## config.mk

```make
export PLATFORM = sky130hd
export DESIGN_NAME = datapath_sequencer
export DESIGN_NICKNAME = d
export VERILOG_FILES = /design/src/rtl/cpu_pkg.sv /design/src/rtl/reg_field_decoder.sv /design/src/rtl/datapath_sequencer.sv
export SDC_FILE = /design/constraint.sdc
export NUM_CORES = 1
export LEC_CHECK = 0
export CAP_MARGIN = 5
export CORE_MARGIN = 2
export CORE_UTILIZATION = 42
export CTS_BUF_LIST = sky130_fd_sc_hd__clkbuf_2 sky130_fd_sc_hd__clkbuf_4 sky130_fd_sc_hd__clkbuf_8
export CTS_CLUSTER_SIZE = 40
export DETAILED_ROUTE_END_ITERATION = 6
export GPL_TIMING_DRIVEN = 0
export HOLD_SLACK_MARGIN = 0.08
export PLACE_DENSITY_LB_ADDON = 0.08
export SYNTH_ARGS = -nofsm -noshare
export SYNTH_HDL_FRONTEND = slang
export SYNTH_SLANG_ARGS = --single-unit
```

## constraint.sdc

```tcl
create_clock -name clk -period 4.4 [get_ports clk]
set_clock_uncertainty 0.2 [all_clocks]
set_input_delay 0.44 -clock clk [delete_from_list [all_inputs] [get_ports clk]]
set_output_delay 0.44 -clock clk [all_outputs]
set_load 0.01 [all_outputs]
```

## src/rtl/cpu_pkg.sv

```systemverilog
// rtl/cpu_pkg.sv - shared opcodes, ALU select indices, IR field positions and sequencer states
package cpu_pkg;

    // IR field positions
    localparam int OPC_LSB = 27;
    localparam int RA_LSB  = 23;
    localparam int RB_LSB  = 19;
    localparam int RC_LSB  = 15;

    // Opcodes
    localparam logic [4:0] OP_ADD  = 5'b00011;
    localparam logic [4:0] OP_SUB  = 5'b00100;
    localparam logic [4:0] OP_AND  = 5'b00101;
    localparam logic [4:0] OP_OR   = 5'b00110;
    localparam logic [4:0] OP_SHR  = 5'b00111;
    localparam logic [4:0] OP_SHRA = 5'b01000;
    localparam logic [4:0] OP_SHL  = 5'b01001;
    localparam logic [4:0] OP_ROR  = 5'b01010;
    localparam logic [4:0] OP_ROL  = 5'b01011;
    localparam logic [4:0] OP_MUL  = 5'b01111;
    localparam logic [4:0] OP_DIV  = 5'b10000;
    localparam logic [4:0] OP_NEG  = 5'b10001;
    localparam logic [4:0] OP_NOT  = 5'b10010;
    localparam logic [4:0] OP_NOP  = 5'b11010;
    localparam logic [4:0] OP_HALT = 5'b11011;

    // alu_op one-hot bit indices
    localparam int ALU_W    = 13;
    localparam int ALU_ADD  = 0;
    localparam int ALU_SUB  = 1;
    localparam int ALU_AND  = 2;
    localparam int ALU_OR   = 3;
    localparam int ALU_SHR  = 4;
    localparam int ALU_SHRA = 5;
    localparam int ALU_SHL  = 6;
    localparam int ALU_ROR  = 7;
    localparam int ALU_ROL  = 8;
    localparam int ALU_MUL  = 9;
    localparam int ALU_DIV  = 10;
    localparam int ALU_NEG  = 11;
    localparam int ALU_NOT  = 12;

    typedef enum logic [3:0] {
        ST_IDLE, ST_T0, ST_T1, ST_T2, ST_T3, ST_T4, ST_T5, ST_T6, ST_HALTED, ST_FAULT
    } state_e;

    // Instruction classes share an execute micro-sequence
    typedef enum logic [2:0] {
        CL_ALU2, CL_MULDIV, CL_UNARY, CL_NOP, CL_HALT, CL_ILLEGAL
    } op_class_e;

    function automatic op_class_e op_class(input logic [4:0] opc);
        case (opc)
            OP_ADD, OP_SUB, OP_AND, OP_OR, OP_SHR,
            OP_SHRA, OP_SHL, OP_ROR, OP_ROL: return CL_ALU2;
            OP_MUL, OP_DIV:                  return CL_MULDIV;
            OP_NEG, OP_NOT:                  return CL_UNARY;
            OP_NOP:                          return CL_NOP;
            OP_HALT:                         return CL_HALT;
            default:                         return CL_ILLEGAL;
        endcase
    endfunction

    function automatic logic [ALU_W-1:0] alu_onehot(input logic [4:0] opc);
        logic [ALU_W-1:0] v;
        v = '0;
        case (opc)
            OP_ADD:  v[ALU_ADD]  = 1'b1;
            OP_SUB:  v[ALU_SUB]  = 1'b1;
            OP_AND:  v[ALU_AND]  = 1'b1;
            OP_OR:   v[ALU_OR]   = 1'b1;
            OP_SHR:  v[ALU_SHR]  = 1'b1;
            OP_SHRA: v[ALU_SHRA] = 1'b1;
            OP_SHL:  v[ALU_SHL]  = 1'b1;
            OP_ROR:  v[ALU_ROR]  = 1'b1;
            OP_ROL:  v[ALU_ROL]  = 1'b1;
            OP_MUL:  v[ALU_MUL]  = 1'b1;
            OP_DIV:  v[ALU_DIV]  = 1'b1;
            OP_NEG:  v[ALU_NEG]  = 1'b1;
            OP_NOT:  v[ALU_NOT]  = 1'b1;
            default: v = '0;
        endcase
        return v;
    endfunction

endpackage

```

## src/rtl/reg_field_decoder.sv

```systemverilog
// rtl/reg_field_decoder.sv - 4-to-16 one-hot register select decoder with enable
module reg_field_decoder (
    input  logic        en_i,
    input  logic [3:0]  sel_i,
    output logic [15:0] onehot_o
);

    // Single bit set for the selected register, nothing when disabled
    always_comb begin
        onehot_o = '0;
        if (en_i) begin
            onehot_o[sel_i] = 1'b1;
        end
    end

endmodule

```

## src/rtl/datapath_sequencer.sv

```systemverilog
// rtl/datapath_sequencer.sv - fetch/execute control sequencer for the 32-bit bus datapath
module datapath_sequencer
    import cpu_pkg::*;
#(
    parameter int unsigned WAIT_LIMIT = 15
) (
    input  logic        clk,
    input  logic        clr,
    input  logic        start,
    input  logic        stop,
    input  logic [31:0] ir,
    input  logic        mem_rdy,
    output logic        PCout,
    output logic        MARin,
    output logic        IncPC,
    output logic        PCin,
    output logic        Read,
    output logic        MDRin,
    output logic        MDRout,
    output logic        IRin,
    output logic        Yin,
    output logic        Zin,
    output logic        ZHIin,
    output logic        Zlowout,
    output logic        Zhighout,
    output logic        HIin,
    output logic        LOin,
    output logic [15:0] Rin,
    output logic [15:0] Rout,
    output logic [12:0] alu_op,
    output logic        running,
    output logic        fault,
    output logic        illegal
);

    localparam logic [3:0] WAIT_LAST = 4'(WAIT_LIMIT - 1);

    state_e     state_q, state_d;
    logic [3:0] cnt_q, cnt_d;
    logic       stop_q, stop_d;
    logic       stop_pend;
    logic [4:0] opc;
    logic [3:0] ra, rb, rc;
    op_class_e  cls;
    logic       rin_en, rout_en, alu_en;
    logic [3:0] rin_sel, rout_sel;
    logic       unused_ir;

    assign opc       = ir[OPC_LSB +: 5];
    assign ra        = ir[RA_LSB +: 4];
    assign rb        = ir[RB_LSB +: 4];
    assign rc        = ir[RC_LSB +: 4];
    assign cls       = op_class(opc);
    assign stop_pend = stop_q | stop;
    assign unused_ir = ^ir[RC_LSB-1:0];

    // Next state: fetch handshake with timeout, class-driven execute, stop honoured at instruction end
    always_comb begin
        state_d = state_q;
        cnt_d   = cnt_q;
        stop_d  = stop_pend;
        case (state_q)
            ST_IDLE, ST_HALTED, ST_FAULT: begin
                stop_d = start & stop;
                if (start) state_d = ST_T0;
            end
            ST_T0: state_d = ST_T1;
            ST_T1: begin
                if (mem_rdy) begin
                    state_d = ST_T2;
                    cnt_d   = '0;
                end else if (cnt_q == WAIT_LAST) begin
                    state_d = ST_FAULT;
                    cnt_d   = '0;
                    stop_d  = 1'b0;
                end else begin
                    cnt_d = cnt_q + 4'd1;
                end
            end
            ST_T2: state_d = ST_T3;
            ST_T3: begin
                if (cls == CL_ALU2 || cls == CL_MULDIV || cls == CL_UNARY) begin
                    state_d = ST_T4;
                end else if (cls == CL_HALT) begin
                    state_d = ST_HALTED;
                    stop_d  = 1'b0;
                end else begin
                    state_d = stop_pend ? ST_IDLE : ST_T0;
                    stop_d  = 1'b0;
                end
            end
            ST_T4: begin
                if (cls == CL_UNARY) begin
                    state_d = stop_pend ? ST_IDLE : ST_T0;
                    stop_d  = 1'b0;
                end else begin
                    state_d = ST_T5;
                end
            end
            ST_T5: begin
                if (cls == CL_MULDIV) begin
                    state_d = ST_T6;
                end else begin
                    state_d = stop_pend ? ST_IDLE : ST_T0;
                    stop_d  = 1'b0;
                end
            end
            ST_T6: begin
                state_d = stop_pend ? ST_IDLE : ST_T0;
                stop_d  = 1'b0;
            end
            default: state_d = ST_IDLE;
        endcase
    end

    // State, wait counter and sticky stop flag
    always_ff @(posedge clk or negedge clr) begin
        if (!clr) begin
            state_q <= ST_IDLE;
            cnt_q   <= '0;
            stop_q  <= 1'b0;
        end else begin
            state_q <= state_d;
            cnt_q   <= cnt_d;
            stop_q  <= stop_d;
        end
    end

    // Moore strobe decode from current state and instruction class
    always_comb begin
        {PCout, MARin, IncPC, PCin, Read, MDRin, MDRout, IRin} = '0;
        {Yin, Zin, ZHIin, Zlowout, Zhighout, HIin, LOin}       = '0;
        rin_en   = 1'b0;
        rin_sel  = ra;
        rout_en  = 1'b0;
        rout_sel = rb;
        alu_en   = 1'b0;
        illegal  = 1'b0;
        case (state_q)
            ST_T0: {PCout, MARin, IncPC, Zin} = 4'b1111;
            ST_T1: {Zlowout, PCin, Read, MDRin} = 4'b1111;
            ST_T2: {MDRout, IRin} = 2'b11;
            ST_T3: begin
                case (cls)
                    CL_ALU2:    begin rout_en = 1'b1; Yin = 1'b1; end
                    CL_MULDIV:  begin rout_en = 1'b1; rout_sel = ra; Yin = 1'b1; end
                    CL_UNARY:   begin rout_en = 1'b1; alu_en = 1'b1; Zin = 1'b1; end
                    CL_ILLEGAL: illegal = 1'b1;
                    default:    ;
                endcase
            end
            ST_T4: begin
                case (cls)
                    CL_ALU2:   begin rout_en = 1'b1; rout_sel = rc; alu_en = 1'b1; Zin = 1'b1; end
                    CL_MULDIV: begin rout_en = 1'b1; alu_en = 1'b1; Zin = 1'b1; ZHIin = 1'b1; end
                    CL_UNARY:  begin Zlowout = 1'b1; rin_en = 1'b1; end
                    default:   ;
                endcase
            end
            ST_T5: begin
                case (cls)
                    CL_ALU2:   begin Zlowout = 1'b1; rin_en = 1'b1; end
                    CL_MULDIV: begin Zlowout = 1'b1; LOin = 1'b1; end
                    default:   ;
                endcase
            end
            ST_T6: begin
                if (cls == CL_MULDIV) begin
                    Zhighout = 1'b1;
                    HIin     = 1'b1;
                end
            end
            default: ;
        endcase
    end

    assign alu_op  = alu_en ? alu_onehot(opc) : '0;
    assign running = !(state_q == ST_IDLE || state_q == ST_HALTED || state_q == ST_FAULT);
    assign fault   = (state_q == ST_FAULT);

    reg_field_decoder u_rin_dec (
        .en_i     (rin_en),
        .sel_i    (rin_sel),
        .onehot_o (Rin)
    );

    reg_field_decoder u_rout_dec (
        .en_i     (rout_en),
        .sel_i    (rout_sel),
        .onehot_o (Rout)
    );

endmodule
```

# Word level (Yosys, flattened, before mapping)
# Memories as Yosys holds them, arrays and structs flattened.
# Cells that the tools add are included.
[word_totals] input_bits=37 latch_bits=0 rom_bits=96 ram_bits=0 out_inout_bits=63 ff_bits=9 n_memories=1
[mem_list] memory="(name not given)" depth=32 width=3 rd=1 rd_clocked_by_memory_dff=0 write_ports=0 line_no="cpu_pkg.sv:53" text="case (opc)"
[op_classes] n_eq_ne=29 div_mod_pow=0 n_addsub=1 magnitude_cmp=4 n_mux=59 bitwise_logic=2 n_reduce_logical=13 n_shift=0 multipliers=0
[ops] cell="2-to-1 mux 4 bit" n=9
[ops] cell="2-to-1 mux 1 bit" n=35
[ops] cell="2-to-1 mux 16 bit" n=2
[ops] cell="one-hot mux 4 bit (8 select lines)" n=1
[ops] cell="equality test 5 x 4 -> 1 bit (second input constant)" n=5
[ops] cell="equality test 5 x 3 -> 1 bit (second input constant)" n=4
[ops] cell="equality test 4 x 3 -> 1 bit (second input constant)" n=4
[ops] cell="equality test 5 bit (second input constant)" n=3
[ops] cell="2-to-1 mux 13 bit" n=1
[ops] cell="equality test 4 bit (second input constant)" n=3
[ops] cell="< comparator 4 x 5 -> 1 bit (second input constant)" n=2
[ops] cell="demux 1 bit (select 4 bit)" n=2
[ops] cell="equality test 4 x 2 -> 1 bit (second input constant)" n=2
[ops] cell="greater-or-equal comparator 4 x 1 -> 1 bit (second input constant)" n=2
[ops] cell="one-hot mux 4 bit (2 select lines)" n=1
[ops] cell="equality test 3 bit (second input constant)" n=2
[ops] cell="2-to-1 mux 3 bit" n=2
[ops] cell="one-hot mux 1 bit (2 select lines)" n=3
[ops] cell="one-hot mux 1 bit (3 select lines)" n=2
[ops] cell="one-hot mux 1 bit (6 select lines)" n=1
[ops] cell="OR reduction 3 bit" n=2
[ops] cell="equality test 5 x 2 -> 1 bit (second input constant)" n=1
[ops] cell="adder 4 x 1 -> 4 bit (second input constant)" n=1
[ops] cell="equality test 4 x 1 -> 1 bit (second input constant)" n=1
[ops] cell="other kinds (13)" n=17

# Logic depth before layout (Yosys ltp)
# An unclocked memory read counts as a cell.
[depth] ltp_word=9 depth_mapped=10 ltp_nobuf=8

# By module
# A second synthesis with hierarchy kept.
[unflattened] hier_cells=240 hier_area_um2=1616.6
[modules_own_cells] mod="datapath_sequencer" cells_per_inst=194 seq_area_each_um2=225.2 area_per_inst_um2=1378.8 n_inst=1
[modules_own_cells] mod="reg_field_decoder (u_rin_dec)" cells_per_inst=23 seq_area_each_um2=0.0 area_per_inst_um2=120.1 n_inst=1
[modules_own_cells] mod="reg_field_decoder (u_rout_dec)" cells_per_inst=23 seq_area_each_um2=0.0 area_per_inst_um2=117.6 n_inst=1

# Worst setup path before layout
# No wires, ideal clock.
[synth_path] kind="input -> output" startpoint="input ir[27]" endpoint="output Rout[9]" setup_slack_ns=1.268 arrival_time_ns=2.492 n_path_buf=0 required_ns=3.760 stages=8 path_cell_list="inv_1 ha_1 or4b_4 o21a_4 a21o_1 a222oi_1 o21ai_1 nor2_1"
[synth_between] elab_chain_len=9 word_cells_on_any_way=18 classes_between="2 x order compare; 2 x eq/ne; 9 x mux; 4 x reduce/logical; 1 x memory"
[synth_lines] element="start, declared" line_no="datapath_sequencer.sv:11" text="input logic [31:0] ir,"
[synth_lines] element="memory (32 x 3 bit) (*)"
[synth_lines] element="equality test 3 x 1 -> 1 bit / logical NOT 3 bit (equally long branches)" line_no="datapath_sequencer.sv:144, datapath_sequencer.sv:153"
[synth_lines] element="2-to-1 mux 4 bit (on tied branches)" line_no="datapath_sequencer.sv:144, datapath_sequencer.sv:153"
[synth_lines] element="one-hot mux 4 bit (2 select lines)" line_no="datapath_sequencer.sv:139" text="case (state_q)"
[synth_lines] element="< comparator 4 x 5 -> 1 bit (not written as such) / greater-or-equal comparator 4 x 1 -> 1 bit (equally long branches)" line_no="reg_field_decoder.sv:12" text="onehot_o[sel_i] = 1'b1;"
[synth_lines] element="logical AND 1 bit (not written as such)" line_no="reg_field_decoder.sv:12"
[synth_lines] element="2-to-1 mux 1 bit (not written as such)" line_no="reg_field_decoder.sv:12"
[synth_lines] element="demux 1 bit (select 4 bit)"
[synth_lines] element="2-to-1 mux 16 bit (*)" line_no="reg_field_decoder.sv:11" text="if (en_i) begin"
[synth_lines] element="end, declared" line_no="datapath_sequencer.sv:29" text="output logic [15:0] Rout,"
# Mark *: on every way between the ends. The rest lies on a longest branch, timed or not.

# Worst setup path after layout
[layout_path] startpoint="input ir[27]" endpoint="output Rout[3]"
# The elaborated chain is that of the path after synthesis.

==> out/results.ini <==
[route]
routedWlPerCell_um=13.2
dr.pass1.iters=6
vias=2094
route.detailed.drc=0
antenna_left=0
drt-total-wl_mm=5.09
vias_per_cell=5.44
drt-initial-drc-count=164

[synth]
synth_edf_count=0
synth_area_leader_cell=dfrtp_1
netlist_area_mm2=0.00163
synth-seq-cells=9
synth_cell_types=58
ys_top_cells_by_area=dfrtp_1 14%, nor2_1 13%, o21ai_0 5.8%, and4b_1 4.9%, ha_1 4.6%
avgSynthCellArea_um2=6.54
yosysTopAreaCellShare_pct=13.8
yosysSeqAreaShare_pct=13.8
synthCells=249
async_flop_share_pct=100
synth-warning-count=0
syn_nets=292
synth_flop_cell=dfrtp_1

[layout]
instances_no_fill=385
diodes=0
synthToLayoutAreaGrowth_pct=59.0
nets=381
fin_area_mm2=0.00259
drive_gt1_share_pct=8.01

[worst_hold_path]
min-delay-path-class=reg -> reg
min_path_cells=1

[placement]
port_buffers=83
place.gp.congestion=0.881
placed_area_mm2=0.00252
dp.cells=380
hpwl_mm=4.10

[global_routing]
grt_max_degree=11
antenna_found_initial=0
grt_pass1_vias=1809
grt_pass1_wl_mm=8.33
grt_overflow=0
track_usage_pct=23.3

[floorplan]
std_cell_rows=22
initial_utilization_pct=44.2
die_h_um=66.3
die_area_mm2=0.00439
core_area_mm2=0.00369
boundaryPins=100
fp.dieW_um=66.3

[sta]
finalMaxSlewViolations=0
worst_pin_slew_ns=0.562
fin_crit_ns=4.26
slew_headroom_pct=62.0
hold_violations=0
setup_viol=0
fmax_mhz=235
min_period_over_period_pct=96.8
finalSetupTns_ns=0

[power_and_ir_drop]
leakagePower_uw=0.000995
p_per_area_mw_per_mm2=324
vdd_ir_drop_max_mv=0.145

[setup_path]
crit_fanout=6
reg2reg_depth=9
endpoint_kind=output port
cp_data_required_time_ns=3.76
cp-start-kind=input port
cp.arrival_ns=3.62
worstSetupPathType=in -> out

[status]
status=completed

[clock_network]
cts_max_level=1
clkLatencyLatePin_ns=0.24
clock-sinks=9
clk_pin_slew_ns=0.04
cts_hold_buf=0
cts_tree=built
cts_root_buffer=clkbuf_8
cts_buffers=3
cts_buffer_depth=2

[job]
maxCapViolCount=0

state kept, by name, indices dropped and copies added, names as in the netlist:
register	cells
state_q	4
cnt_q	4
stop_q	1
metrics by stage:
stage	util [%]	power, uW	worst slack, ns	hold WS, ns
final	70.2	839	0.142	0.275
after global routing	70.2	910	-0.0105	0.302
after CTS	69.6	829	0.0545	0.278
after detailed placement	68.3	724	0.0569	0.273
after global placement	68.3	717	0.0826	0.274
after floorplan	-	512	1.27	-0.0556
synth_stat cells, types with 2 or more instances:
| master | n |
|---|---|
| nor2_1 | 55 |
| o21ai_0 | 19 |
| nand2_1 | 16 |
| clkbuf_1 | 13 |
| inv_1 | 11 |
| dfrtp_1 | 9 |
| nand3_1 | 9 |
| nor3_1 | 9 |
| and4b_1 | 8 |
| nor2b_1 | 8 |
| a21oi_1 | 7 |
| nand2b_1 | 7 |
| buf_4 | 6 |
| ha_1 | 6 |
| and4_1 | 4 |
| a22oi_1 | 3 |
| nand3b_1 | 3 |
| o221ai_1 | 3 |
| o22ai_1 | 3 |
| or3_1 | 3 |
| a31oi_1 | 2 |
| and2_1 | 2 |
| buf_2 | 2 |
| mux2i_1 | 2 |
| o31a_1 | 2 |
| o31ai_1 | 2 |
| or2_1 | 2 |
| or2_2 | 2 |
| or3b_2 | 2 |
routing by layer:
metal	up-vias	wire, um	GRT usage (%)
li1	1067	-	-
met1	952	2300	32.7
met2	71	2510	38.4
met3	4	234	1.53
met4	0	39	5.87
met5	-	0	0
cell families after synthesis:
| logic type | synth area share (%) |
|---|---|
| buf+inv | 9.14 |
| fa+ha+maj | 4.61 |
| flops | 13.8 |
| mux | 1.92 |
| simple gates | 44.5 |
| compound gates | 26.0 |
power breakdown:
| part | leakage, uW | internal (uW) | switching, uW |
|---|---|---|---|
| logic | 0.000852 | 280 | 315 |
| registers | 0.000117 | 115 | 25.4 |
| clock network | 0.0000262 | 69.4 | 34.5 |
| total | 0.000995 | 464 | 374 |
layout by cell type, fill, tap and decap left out, types with 8 or more instances in the layout:
cell type | synthesis | routed
clkdlybuf4s50_1 | 0 | 83
nor2_1 | 55 | 55
o21ai_0 | 19 | 19
nand2_1 | 16 | 16
clkbuf_1 | 13 | 12
inv_1 | 11 | 11
nand3_1 | 9 | 9
nor3_1 | 9 | 9
dfrtp_1 | 9 | 9
nor2b_1 | 8 | 8
and4b_1 | 8 | 8
area by class of cell:
cell class	instances	area [um2]
Buffer	22	109
Clock buffer	4	48.8
Fill cell	353	1100
Inverter	11	41.3
Multi-Input combinational cell	207	1270
Sequential cell	9	225
Tap cell	48	60.1
Timing Repair Buffer	84	838
critical path, cell delays in order:
cell	delay [ns]
clkdlybuf4s50_1	0.50
inv_1	0.07
ha_1	0.33
or4b_4	0.56
o21a_4	0.24
a21o_1	0.21
a222oi_1	0.32
buf_4	0.19
o21bai_1	0.17
nor2_1	0.09
clkdlybuf4s50_1	0.49
final timing paths:
check | startpoint | endpoint | slack (ns)
worst max-delay path | ir[27] | Rout[3] | 0.14
worst min-delay path | cnt_q[3] | cnt_q[3] | 0.28
worst max register to register | state_q[2] | state_q[3] | 1.90
worst min register to register | cnt_q[3] | cnt_q[3] | 0.28
max in group asynchronous | clr | state_q[0] | 3.42
min in group asynchronous | clr | cnt_q[0] | 0.30
timing repair:
item                                    4_1_cts  5_1_grt
endpoints found under the hold margin         0        0
resized for setup                             0        5
endpoints found under the setup margin        0       21
buffers inserted                              0        1
Note: power is estimated with default switching activity, not from simulation.
